`src/rtl/reaction_game_ctrl_if.sv`:
```
// Signal bundle between the reaction game controller and its
// surroundings: frame timing and button pulses in, screen and score state out.
interface reaction_game_ctrl_if;
    logic       frame_tick;
    logic       btn_start;
    logic       btn_blue;
    logic       btn_red;
    logic [1:0] screen_sel;
    logic [1:0] hl_sel;
    logic [5:0] time_left;
    logic [7:0] score_blue;
    logic [7:0] score_red;
    logic [1:0] winner;

    modport master (
        output frame_tick, btn_start, btn_blue, btn_red,
        input  screen_sel, hl_sel, time_left, score_blue, score_red, winner
    );

    modport slave (
        input  frame_tick, btn_start, btn_blue, btn_red,
        output screen_sel, hl_sel, time_left, score_blue, score_red, winner
    );
endinterface

```
`src/rtl/reaction_game_ctrl.sv`:
```
// Game flow and two-player press arbiter for the reaction game screen.
// Timing is counted in frame_tick pulses; every output is registered.
//
// state | meaning
// IDLE  | title screen, waits for start
// ARM   | block dark, cue delay counting down
// CUE   | block lit, waits for first press
// SHOW  | round result displayed for SHOW_FRAMES ticks
// OVER  | game-over screen with final winner
module reaction_game_ctrl #(
    parameter int unsigned FRAMES_PER_SEC = 60,
    parameter int unsigned GAME_SECONDS   = 30,
    parameter int unsigned MIN_DELAY      = 30,
    parameter bit          RAND_EN        = 1'b1,
    parameter int unsigned SHOW_FRAMES    = 60,
    parameter logic [7:0]  LFSR_SEED      = 8'hA5
) (
    input logic                 clk,
    input logic                 rst,
    reaction_game_ctrl_if.slave bus
);
    typedef enum logic [2:0] {S_IDLE, S_ARM, S_CUE, S_SHOW, S_OVER} state_e;

    localparam logic [5:0] TIME_INIT = 6'(GAME_SECONDS);
    localparam logic [7:0] FPS_LAST  = 8'(FRAMES_PER_SEC - 1);
    localparam logic [7:0] SHOW_LAST = 8'(SHOW_FRAMES - 1);
    localparam logic [8:0] DELAY_MIN = 9'(MIN_DELAY);

    state_e     state_q, state_d;
    logic [7:0] lfsr_q, lfsr_d;
    logic [7:0] frame_cnt_q, frame_cnt_d;
    logic [7:0] show_cnt_q, show_cnt_d;
    logic [8:0] delay_cnt_q, delay_cnt_d;
    logic [5:0] time_q, time_d;
    logic [7:0] blue_q, blue_d;
    logic [7:0] red_q, red_d;
    logic       prio_q, prio_d;
    logic [1:0] round_q, round_d;
    logic [1:0] screen_q, screen_d;
    logic [1:0] hl_q, hl_d;
    logic [1:0] winner_q, winner_d;

    logic       play;
    logic       timeout;
    logic       load_delay;
    logic       blue_win;
    logic [8:0] delay_new;

    function automatic logic [7:0] sat_inc(input logic [7:0] v);
        return (v == 8'hFF) ? v : v + 8'd1;
    endfunction

    always_comb begin
        lfsr_d      = {lfsr_q[6:0], lfsr_q[7] ^ lfsr_q[5] ^ lfsr_q[4] ^ lfsr_q[3]};
        delay_new   = RAND_EN ? (DELAY_MIN + {3'b000, lfsr_q[5:0]}) : DELAY_MIN;
        state_d     = state_q;
        frame_cnt_d = frame_cnt_q;
        show_cnt_d  = show_cnt_q;
        delay_cnt_d = delay_cnt_q;
        time_d      = time_q;
        blue_d      = blue_q;
        red_d       = red_q;
        prio_d      = prio_q;
        round_d     = round_q;
        screen_d    = 2'd1;
        hl_d        = 2'd0;
        winner_d    = 2'd0;
        timeout     = 1'b0;
        load_delay  = 1'b0;
        blue_win    = 1'b0;
        play        = (state_q == S_ARM) || (state_q == S_CUE) || (state_q == S_SHOW);

        if (play && bus.frame_tick) begin
            if (frame_cnt_q == FPS_LAST) begin
                frame_cnt_d = '0;
                time_d      = time_q - 6'd1;
                timeout     = (time_q == 6'd1);
            end else begin
                frame_cnt_d = frame_cnt_q + 8'd1;
            end
        end

        // Running out of time overrides anything else happening this cycle.
        if (timeout) begin
            state_d = S_OVER;
        end else begin
            case (state_q)
                S_IDLE: begin
                    if (bus.btn_start) begin
                        state_d     = S_ARM;
                        blue_d      = '0;
                        red_d       = '0;
                        time_d      = TIME_INIT;
                        frame_cnt_d = '0;
                        load_delay  = 1'b1;
                    end
                end
                S_ARM: begin
                    if (bus.btn_blue && bus.btn_red) begin
                        load_delay = 1'b1;
                    end else if (bus.btn_blue) begin
                        red_d      = sat_inc(red_q);
                        round_d    = 2'd3;
                        show_cnt_d = '0;
                        state_d    = S_SHOW;
                    end else if (bus.btn_red) begin
                        blue_d     = sat_inc(blue_q);
                        round_d    = 2'd2;
                        show_cnt_d = '0;
                        state_d    = S_SHOW;
                    end else if (bus.frame_tick) begin
                        delay_cnt_d = delay_cnt_q - 9'd1;
                        if (delay_cnt_q == 9'd1) begin
                            state_d = S_CUE;
                        end
                    end
                end
                S_CUE: begin
                    if (bus.btn_blue || bus.btn_red) begin
                        blue_win = bus.btn_blue && (!bus.btn_red || !prio_q);
                        if (bus.btn_blue && bus.btn_red) begin
                            prio_d = !prio_q;
                        end
                        if (blue_win) begin
                            blue_d  = sat_inc(blue_q);
                            round_d = 2'd2;
                        end else begin
                            red_d   = sat_inc(red_q);
                            round_d = 2'd3;
                        end
                        show_cnt_d = '0;
                        state_d    = S_SHOW;
                    end
                end
                S_SHOW: begin
                    if (bus.frame_tick) begin
                        if (show_cnt_q == SHOW_LAST) begin
                            state_d    = S_ARM;
                            load_delay = 1'b1;
                        end else begin
                            show_cnt_d = show_cnt_q + 8'd1;
                        end
                    end
                end
                S_OVER: begin
                    if (bus.btn_start) begin
                        state_d = S_IDLE;
                    end
                end
                default: state_d = S_IDLE;
            endcase
        end

        if (load_delay) begin
            delay_cnt_d = delay_new;
        end

        // Outputs are decoded from the next state so they land with the transition.
        case (state_d)
            S_IDLE: screen_d = 2'd0;
            S_CUE:  hl_d     = 2'd1;
            S_SHOW: hl_d     = round_d;
            S_OVER: begin
                screen_d = 2'd2;
                if (blue_d > red_d) begin
                    winner_d = 2'd1;
                end else if (blue_d < red_d) begin
                    winner_d = 2'd2;
                end else begin
                    winner_d = 2'd3;
                end
            end
            default: screen_d = 2'd1;
        endcase
    end

    always_ff @(posedge clk) begin
        if (!rst) begin
            state_q     <= S_IDLE;
            lfsr_q      <= LFSR_SEED;
            frame_cnt_q <= '0;
            show_cnt_q  <= '0;
            delay_cnt_q <= '0;
            time_q      <= TIME_INIT;
            blue_q      <= '0;
            red_q       <= '0;
            prio_q      <= 1'b0;
            round_q     <= 2'd0;
            screen_q    <= 2'd0;
            hl_q        <= 2'd0;
            winner_q    <= 2'd0;
        end else begin
            state_q     <= state_d;
            lfsr_q      <= lfsr_d;
            frame_cnt_q <= frame_cnt_d;
            show_cnt_q  <= show_cnt_d;
            delay_cnt_q <= delay_cnt_d;
            time_q      <= time_d;
            blue_q      <= blue_d;
            red_q       <= red_d;
            prio_q      <= prio_d;
            round_q     <= round_d;
            screen_q    <= screen_d;
            hl_q        <= hl_d;
            winner_q    <= winner_d;
        end
    end

    assign bus.screen_sel = screen_q;
    assign bus.hl_sel     = hl_q;
    assign bus.time_left  = time_q;
    assign bus.score_blue = blue_q;
    assign bus.score_red  = red_q;
    assign bus.winner     = winner_q;
endmodule

```
`src/flat_wrapper.sv`:
```
// flat-port wrapper written by rule: the top's interface ports become plain ports
module reaction_game_ctrl_flat 
#(
    parameter int unsigned FRAMES_PER_SEC = 60,
    parameter int unsigned GAME_SECONDS   = 30,
    parameter int unsigned MIN_DELAY      = 30,
    parameter bit          RAND_EN        = 1'b1,
    parameter int unsigned SHOW_FRAMES    = 60,
    parameter logic [7:0]  LFSR_SEED      = 8'hA5
)
  (clk, rst, bus_frame_tick, bus_btn_start, bus_btn_blue, bus_btn_red, bus_screen_sel, bus_hl_sel, bus_time_left, bus_score_blue, bus_score_red, bus_winner);
  reaction_game_ctrl_if bus_i ();
  input logic clk;
  input logic rst;
  input wire logic [$bits(bus_i.frame_tick)-1:0] bus_frame_tick;
  input wire logic [$bits(bus_i.btn_start)-1:0] bus_btn_start;
  input wire logic [$bits(bus_i.btn_blue)-1:0] bus_btn_blue;
  input wire logic [$bits(bus_i.btn_red)-1:0] bus_btn_red;
  output wire logic [$bits(bus_i.screen_sel)-1:0] bus_screen_sel;
  output wire logic [$bits(bus_i.hl_sel)-1:0] bus_hl_sel;
  output wire logic [$bits(bus_i.time_left)-1:0] bus_time_left;
  output wire logic [$bits(bus_i.score_blue)-1:0] bus_score_blue;
  output wire logic [$bits(bus_i.score_red)-1:0] bus_score_red;
  output wire logic [$bits(bus_i.winner)-1:0] bus_winner;
  assign bus_i.frame_tick = bus_frame_tick;
  assign bus_i.btn_start = bus_btn_start;
  assign bus_i.btn_blue = bus_btn_blue;
  assign bus_i.btn_red = bus_btn_red;
  assign bus_screen_sel = bus_i.screen_sel;
  assign bus_hl_sel = bus_i.hl_sel;
  assign bus_time_left = bus_i.time_left;
  assign bus_score_blue = bus_i.score_blue;
  assign bus_score_red = bus_i.score_red;
  assign bus_winner = bus_i.winner;
  reaction_game_ctrl #(.FRAMES_PER_SEC(FRAMES_PER_SEC), .GAME_SECONDS(GAME_SECONDS), .MIN_DELAY(MIN_DELAY), .RAND_EN(RAND_EN), .SHOW_FRAMES(SHOW_FRAMES), .LFSR_SEED(LFSR_SEED)) u_core (.clk(clk), .rst(rst), .bus(bus_i));
endmodule
```
`config.mk`:
```
export PLATFORM = sky130hd
export DESIGN_NAME = reaction_game_ctrl_flat
export DESIGN_NICKNAME = d
export VERILOG_FILES = /design/src/rtl/reaction_game_ctrl_if.sv /design/src/rtl/reaction_game_ctrl.sv /design/src/flat_wrapper.sv
export SDC_FILE = /design/constraint.sdc
export NUM_CORES = 1
export LEC_CHECK = 0
export ABC_CLOCK_PERIOD_IN_PS = 3800
export CAP_MARGIN = 10
export CORE_MARGIN = 2
export CORE_UTILIZATION = 30
export DETAILED_ROUTE_END_ITERATION = 7
export GPL_ROUTABILITY_DRIVEN = 1
export PLACE_DENSITY = 0.54
export REMOVE_ABC_BUFFERS = 1
export SETUP_SLACK_MARGIN = 0.15
export SYNTH_ARGS = -nofsm -noshare
export SYNTH_HDL_FRONTEND = slang
export SYNTH_SLANG_ARGS = --single-unit
```
`constraint.sdc`:
```
create_clock -name clk -period 3.8 [get_ports clk]
set_clock_uncertainty 0.1 [all_clocks]
set_input_delay 0.76 -clock clk [delete_from_list [all_inputs] [get_ports clk]]
set_output_delay 0.76 -clock clk [all_outputs]
set_load 0.01 [all_outputs]
```
==> impl_results.md, run 1 <==
* Outcome: complete, no violations
* Antenna Nets Post-Route at 0
* Initial drt markers at 295
* Die area at 13470 um2
* Leading post-synthesis cells by cell area: dfxtp_1 36%, ha_1 5.6%, xor2_1 5.6%
* Synth warn at 0
* Fin. Hold Viols at 0
* Clk root buf: clkbuf_16
* FF+latch count, synth at 67
* List of most frequent post-synthesis cells: 67 x dfxtp_1, 47 x nor2_1, 40 x nand2_1
* CTS tree: done
* Switch Pwr at 0.0004920 W
* Grt ovf at 0
* Clk pwr share at 43.0%
* Post-synth ARST share at 0%
* DR vias/cell at 5.010
* Starting density of the core at 30.99%
* Vias at 3362
* Required time of the critical path at 3990 ps
* Row count at 40
* Hold path depth at 1
* Die Y at 116.1 um
* Share of the clock period used by the worst path after layout at 89.74%
* Nets at 522
* Fmax at 0.2932 GHz
* Count leader, synth: dfxtp_1
* Setup bufs post-CTS at 0
* Slowest stage delay, CP at 560 ps
* RSZ-0062 raised after global routing: false
* Number of library cell types mapped by synthesis at 60
* Peak supply drop at 0.1381 mV
* Reg-to-reg startpoint: u_core.bus.time_left[1]
* Worst Tran Pin Value at 567.1 ps
* HPWL Detailed at 7.061 mm
* Register share of total power at 42.6%
* First-pass GRT wire length at 15.83 mm
* Initial antenna violation count at 0
* Crit path time final at 3410 ps
* Avg Inst Size Synth at 8.319 um2
* Largest net degree at the start of global routing at 24
* Leakage at 1.744 nW
* Core ar. at 12160 um2
* Worst path cell trace: clkdlybuf4s50_1, nor2b_1, o21ai_0, nor2b_1, o21ai_0, a21oi_1, o21a_1, ha_1, nor2b_1, o21ai_0, nand2b_1, a21oi_1, o21a_1, o21a_1
* Critical Path Fanout Max at 6
* Endpoints failing setup at 0
* Startpoint types: primary input
* I/O Pins at 34
* Clock buffer depth at 2
* Yosys top cell area share at 35.59%
* Hold Path End: u_core.lfsr_q[7]
* Max Slew Vio Count at 0
* Ant diodes at 0
* Critical Path Sink Type: flop
* Sequential-to-total area share from yosys stat at 35.59%
* Critical path's slowest cell: clkdlybuf4s50_1
* CTS H-tree depth at 3
* DRC Markers at 0
* Routed wire per std cell at 14.15 um
* Fin Setup TNS at 0 ps
* Gate power share at 14.4%
* Clock-pin transition on the worst setup and hold timing paths at 50 ps
* Setup slack after layout at 389.7 ps
* Mapped Cells at 453
* Most common flop cell mapped by yosys: dfxtp_1
* Reg2reg setup slack at 690 ps
* Share of layout cells above drive strength 1 at 10.54%
* Synth Cell Area at 3769 um2
* Vias in the first global route at 3223
* Int Power at 0.001290 W
* Worst hold start: u_core.lfsr_q[6]
* Critical path class: in -> reg
* Cell taking the most area after synthesis: dfxtp_1
* Cell Pwr Density at 385.7 nW/um2
* Router iterations before antenna repair at 4
* Post-synth EDFFs at 0
* Area delta synth->final at 22.61%
* Reg2Reg Capture Point: u_core.bus.winner[1]
* Die X-Extent at 116.1 um
* GP Congestion at 0.8416
* DP Worst Slack at 78.25 ps
* CTS buffer count at 9
* Switching Fraction at 27.61%
* R2R cell count at 15
* Overall routing resource usage at 15.15%
* Max Cap Viol at 0
* HP Class: reg -> reg
* Post-Route WL at 9.496 mm
* Clock Latency Late Sink at 340 ps
* Clock sink count at 67
* IO buf count at 33
* CP arrival at 3600 ps
* Worst slew margin at 61.90%
==> cell usage in the layout (no fill, tap or decap), types with 9 or more instances in the layout <==
| master | instances |
|---|---|
| o21ai_0 | 20 |
| nand3_1 | 19 |
| and3_1 | 12 |
| clkdlybuf4s50_1 | 33 |
| buf_4 | 18 |
| and2_1 | 13 |
| nand2_1 | 40 |
| ha_1 | 17 |
| xnor2_1 | 10 |
| nand2b_1 | 9 |
| nor2_1 | 47 |
| a21oi_1 | 37 |
| nand4_1 | 12 |
| nor3_1 | 10 |
| xor2_1 | 24 |
| dfxtp_1 | 67 |
| clkbuf_16 | 9 |
| inv_1 | 19 |
==> state kept, by name, summed over array words and instances (netlist names) <==
name,cells
u_core.bus.score_blue,8
u_core.bus.time_left,6
u_core.lfsr_q,8
u_core.bus.winner,2
u_core.prio_q,1
u_core.bus.hl_sel,2
u_core.state_q,3
u_core.bus.screen_sel,2
u_core.show_cnt_q,8
u_core.frame_cnt_q,8
u_core.round_q,2
u_core.bus.score_red,8
u_core.delay_cnt_q,9
==> metal layers <==
metal	wire length (um)	track usage [%]	vias to the layer above	share of wire [%]
met2	4296	23.47	78	45
li1	-	-	1715	-
met4	208	6.825	0	2.2
met5	0	0	-	0
met1	4550	20.08	1554	48
met3	441	3.556	15	4.6
==> power groups by stage <==
stage                     sequential (W)  combinational (W)  clock (W)
after floorplan                 0.000772           0.000168          0
after global placement          0.000774           0.000251          0
after detailed placement        0.000774           0.000255          0
after CTS                       0.000759           0.000256   0.000789
after global routing            0.000763           0.000286   0.000820
final                           0.000759           0.000256   0.000767
==> metrics by stage <==
stage / hold slack [ps] / power [W] / instance area (um2) / cells / util, %
2_1_floorplan: 286.3 / 0.0009403 / 3669 / 437 / -
3_3_place_gp: 288.5 / 0.001024 / 4344 / 656 / 35.72
3_5_place_dp: 292.2 / 0.001029 / 4344 / 656 / 35.72
4_1_cts: 304.8 / 0.001804 / 4613 / 671 / 37.93
5_1_grt: 315.8 / 0.001870 / 4621 / 671 / 37.99
6_report: 303.6 / 0.001782 / 4621 / 671 / 37.99
==> timing repair <==
item,4_1_cts,5_1_grt
resized for setup,0,1
endpoints found under the setup margin,0,1
hold buffers,0,0
==> worst max path at each step <==
| stage | from | to | slack, ps | cells after the start |
|---|---|---|---|---|
| 2_1_floorplan | bus_frame_tick | u_core.bus.winner[0] | 620 | 12 |
| 3_3_place_gp | bus_btn_blue | u_core.bus.winner[0] | 190 | 12 |
| 3_5_place_dp | bus_btn_blue | u_core.bus.winner[1] | 80 | 13 |
| 4_1_cts | bus_btn_blue | u_core.bus.winner[1] | 430 | 13 |
| 5_1_grt | bus_btn_blue | u_core.bus.winner[1] | 190 | 14 |
| 6_report | bus_btn_blue | u_core.bus.winner[1] | 390 | 14 |
==> area by class of cell <==
cell class / count / area (um2)
Tap cell: 168 / 210.2
Multi-Input combinational cell: 351 / 2263
Clock inverter: 5 / 30.03
Sequential cell: 67 / 1341
Inverter: 19 / 71.32
Timing Repair Buffer: 51 / 465.4
Clock buffer: 10 / 239.0
Fill cell: 1248 / 7541
==> worst max-delay path: cells and delay by family <==
family	cells	cell delay (ps)
AOI/OAI and AO/OA	8	1410
buffers and inverters	1	560
adders and majority gates	1	300
and+or+nand+nor	4	590
==> logic make-up after synthesis <==
| group | synth area share, % |
|---|---|
| simple gates | 26.00 |
| buf+inv | 4.549 |
| flops | 35.59 |
| mux | 0.5644 |
| compound gates | 19.76 |
| fa+ha+maj | 5.644 |
| xor+xnor | 7.902 |
Note: power is estimated with default switching activity, not from simulation.
==> run 2, diff against run 1 <==
Settings changed: CORE_UTILIZATION 30 to 57, PLACE_DENSITY 0.54 to 0.86.
==> run 2 against run 1 <==
Non-clock buffer count shrank 2. Core utilization is 31 points higher. Sequential share of layout area increased by 1.6 points. First-iteration DRC count down 27%. Power shrank 14%. Flip-flop and latch count unchanged. Clock power is 33% lower. Routed wire length shrank 3.5%. Critical path depth stayed put. Worst setup slack gained 3.6 ps. Maximum frequency up 0.10%. Final cell count down 14%.
==> impl_results.md, run 2 (synthesis gave the netlist of run 1 again) <==
* CTS tree: done
* Critical Path Fanout Max at 5
* Post-Route WL at 9.161 mm
* Antenna Nets Post-Route at 0
* Setup slack after layout at 393.3 ps
* Router iterations before antenna repair at 6
* Reg-to-reg startpoint: u_core.state_q[2]
* DP Worst Slack at 55.84 ps
* Hold Path End: u_core.lfsr_q[7]
* Largest net degree at the start of global routing at 24
* Worst Tran Pin Value at 768.6 ps
* Reg2reg setup slack at 520 ps
* Top reg by flops: u_core.delay_cnt_q
* HPWL Detailed at 6.628 mm
* Starting density of the core at 59.01%
* Cell Pwr Density at 349.4 nW/um2
* Max Cap Viol at 0
* DR vias/cell at 6.028
* Setup bufs post-CTS at 0
* Worst hold start: u_core.lfsr_q[6]
* Hold path depth at 1
* R2R cell count at 13
* Fin. Hold Viols at 0
* Critical Path Sink Type: flop
* Crit path time final at 3407 ps
* Grt ovf at 0
* Max Slew Vio Count at 0
* Clock Latency Late Sink at 350 ps
* First-pass GRT wire length at 15.37 mm
* Commonest non-fill, non-tap cell in the layout: dfxtp_1
* Routed wire per std cell at 15.82 um
* Nets at 520
* Initial drt markers at 216
* Share of the clock period used by the worst path after layout at 89.65%
* Fmax at 0.2935 GHz
* Vias at 3490
* Ant diodes at 0
* DRC Markers at 0
* Fin Setup TNS at 0 ps
* Die X-Extent at 85.31 um
* Max FFs per register at 9
* Startpoint types: primary input
* Share of layout cells above drive strength 1 at 10.16%
* Clock buffer depth at 2
* CTS Hold Bufs at 0
* Total power at 0.001531 W
* Required time of the critical path at 3930 ps
* Reg2Reg Capture Point: u_core.bus.winner[0]
* CP arrival at 3530 ps
* Initial antenna violation count at 0
* CTS buffer count at 9
* Endpoints failing setup at 0
* Clock-pin transition on the worst setup and hold timing paths at 70 ps
* HP Class: reg -> reg
* Area delta synth->final at 16.30%
* IO buf count at 33
* Core ar. at 6386 um2
* Die area at 7278 um2
* RSZ-0062 raised after global routing: false
* CTS-repair resized insts at 0
* Leakage at 1.685 nW
* I/O Pins at 34
* Most frequent cells in the layout: 67 x dfxtp_1, 47 x nor2_1, 40 x nand2_1
* Row count at 29
* Overall routing resource usage at 26.25%
* Outcome: complete, no violations
* Critical path class: in -> reg
* Vias in the first global route at 3382
* Die Y at 85.31 um
* Clk root buf: clkbuf_8
* GP Congestion at 0.9416
* Clock sink count at 67
* Worst slew margin at 48.37%
* CTS H-tree depth at 3
* Peak supply drop at 0.3434 mV
[run 2: area by class of cell]
type	instances	area (um2)
well taps	77	96.34
flip-flops and latches	67	1341
repair buffers	49	450.4
clock buffers	9	123.9
clock inverters	7	43.79
multi-input cells	351	2256
fillers	524	2003
inverters	19	71.32
[run 2: per-layer routing]
metal  share of wire (%)  wire length, um  vias up  track usage [%]
met5                   0                0        -                0
met4                 1.7              157        0            9.524
met3                 6.7              613       18            7.782
met2                  48             4391      138            43.75
met1                  44             3997     1625            32.10
li1                    -                -     1709                -
[run 2: worst max-delay path, cell delays in order]
cell and delay, ps:
clkdlybuf4s50_1 570, nor2b_1 210, o21ai_0 120, nor2b_1 170, o21ai_0 330, a21oi_1 100, o21a_1 210, ha_1 310
nor2b_1 150, o21ai_0 170, nand2b_1 90, a21oi_1 160, o21a_1 140, nor3_1 50
[run 2: worst max-delay path by stage]
stage	start	endpoint	slack (ps)	cells past startpoint
6_report	bus_btn_blue	u_core.bus.winner[0]	390	14
5_1_grt	bus_btn_blue	u_core.bus.winner[0]	160	14
4_1_cts	bus_btn_blue	u_core.bus.winner[0]	430	14
3_5_place_dp	bus_btn_blue	u_core.bus.winner[0]	60	14
3_3_place_gp	bus_btn_red	u_core.bus.winner[0]	260	12
2_1_floorplan	bus_frame_tick	u_core.bus.winner[0]	620	12
[run 2: stage by stage]
stage | util (%) | instances | hold WS [ps] | cell area [um2]
CTS | 68.63 | 579 | 325.4 | 4383
detailed placement | 66.01 | 563 | 304.2 | 4215
finish | 68.63 | 579 | 318.6 | 4383
global placement | 66.01 | 563 | 290.6 | 4215
global route | 68.63 | 579 | 336.4 | 4383
floorplan | - | 437 | 286.3 | 3669
[run 2: report_power, final]
group / total (W) / internal [W] / switching, W / leakage, nW
registers: 0.000763 / 0.000731 / 0.0000321 / 0.546
logic: 0.000255 / 0.000106 / 0.000149 / 1.05
clock network: 0.000513 / 0.000233 / 0.000280 / 0.0852
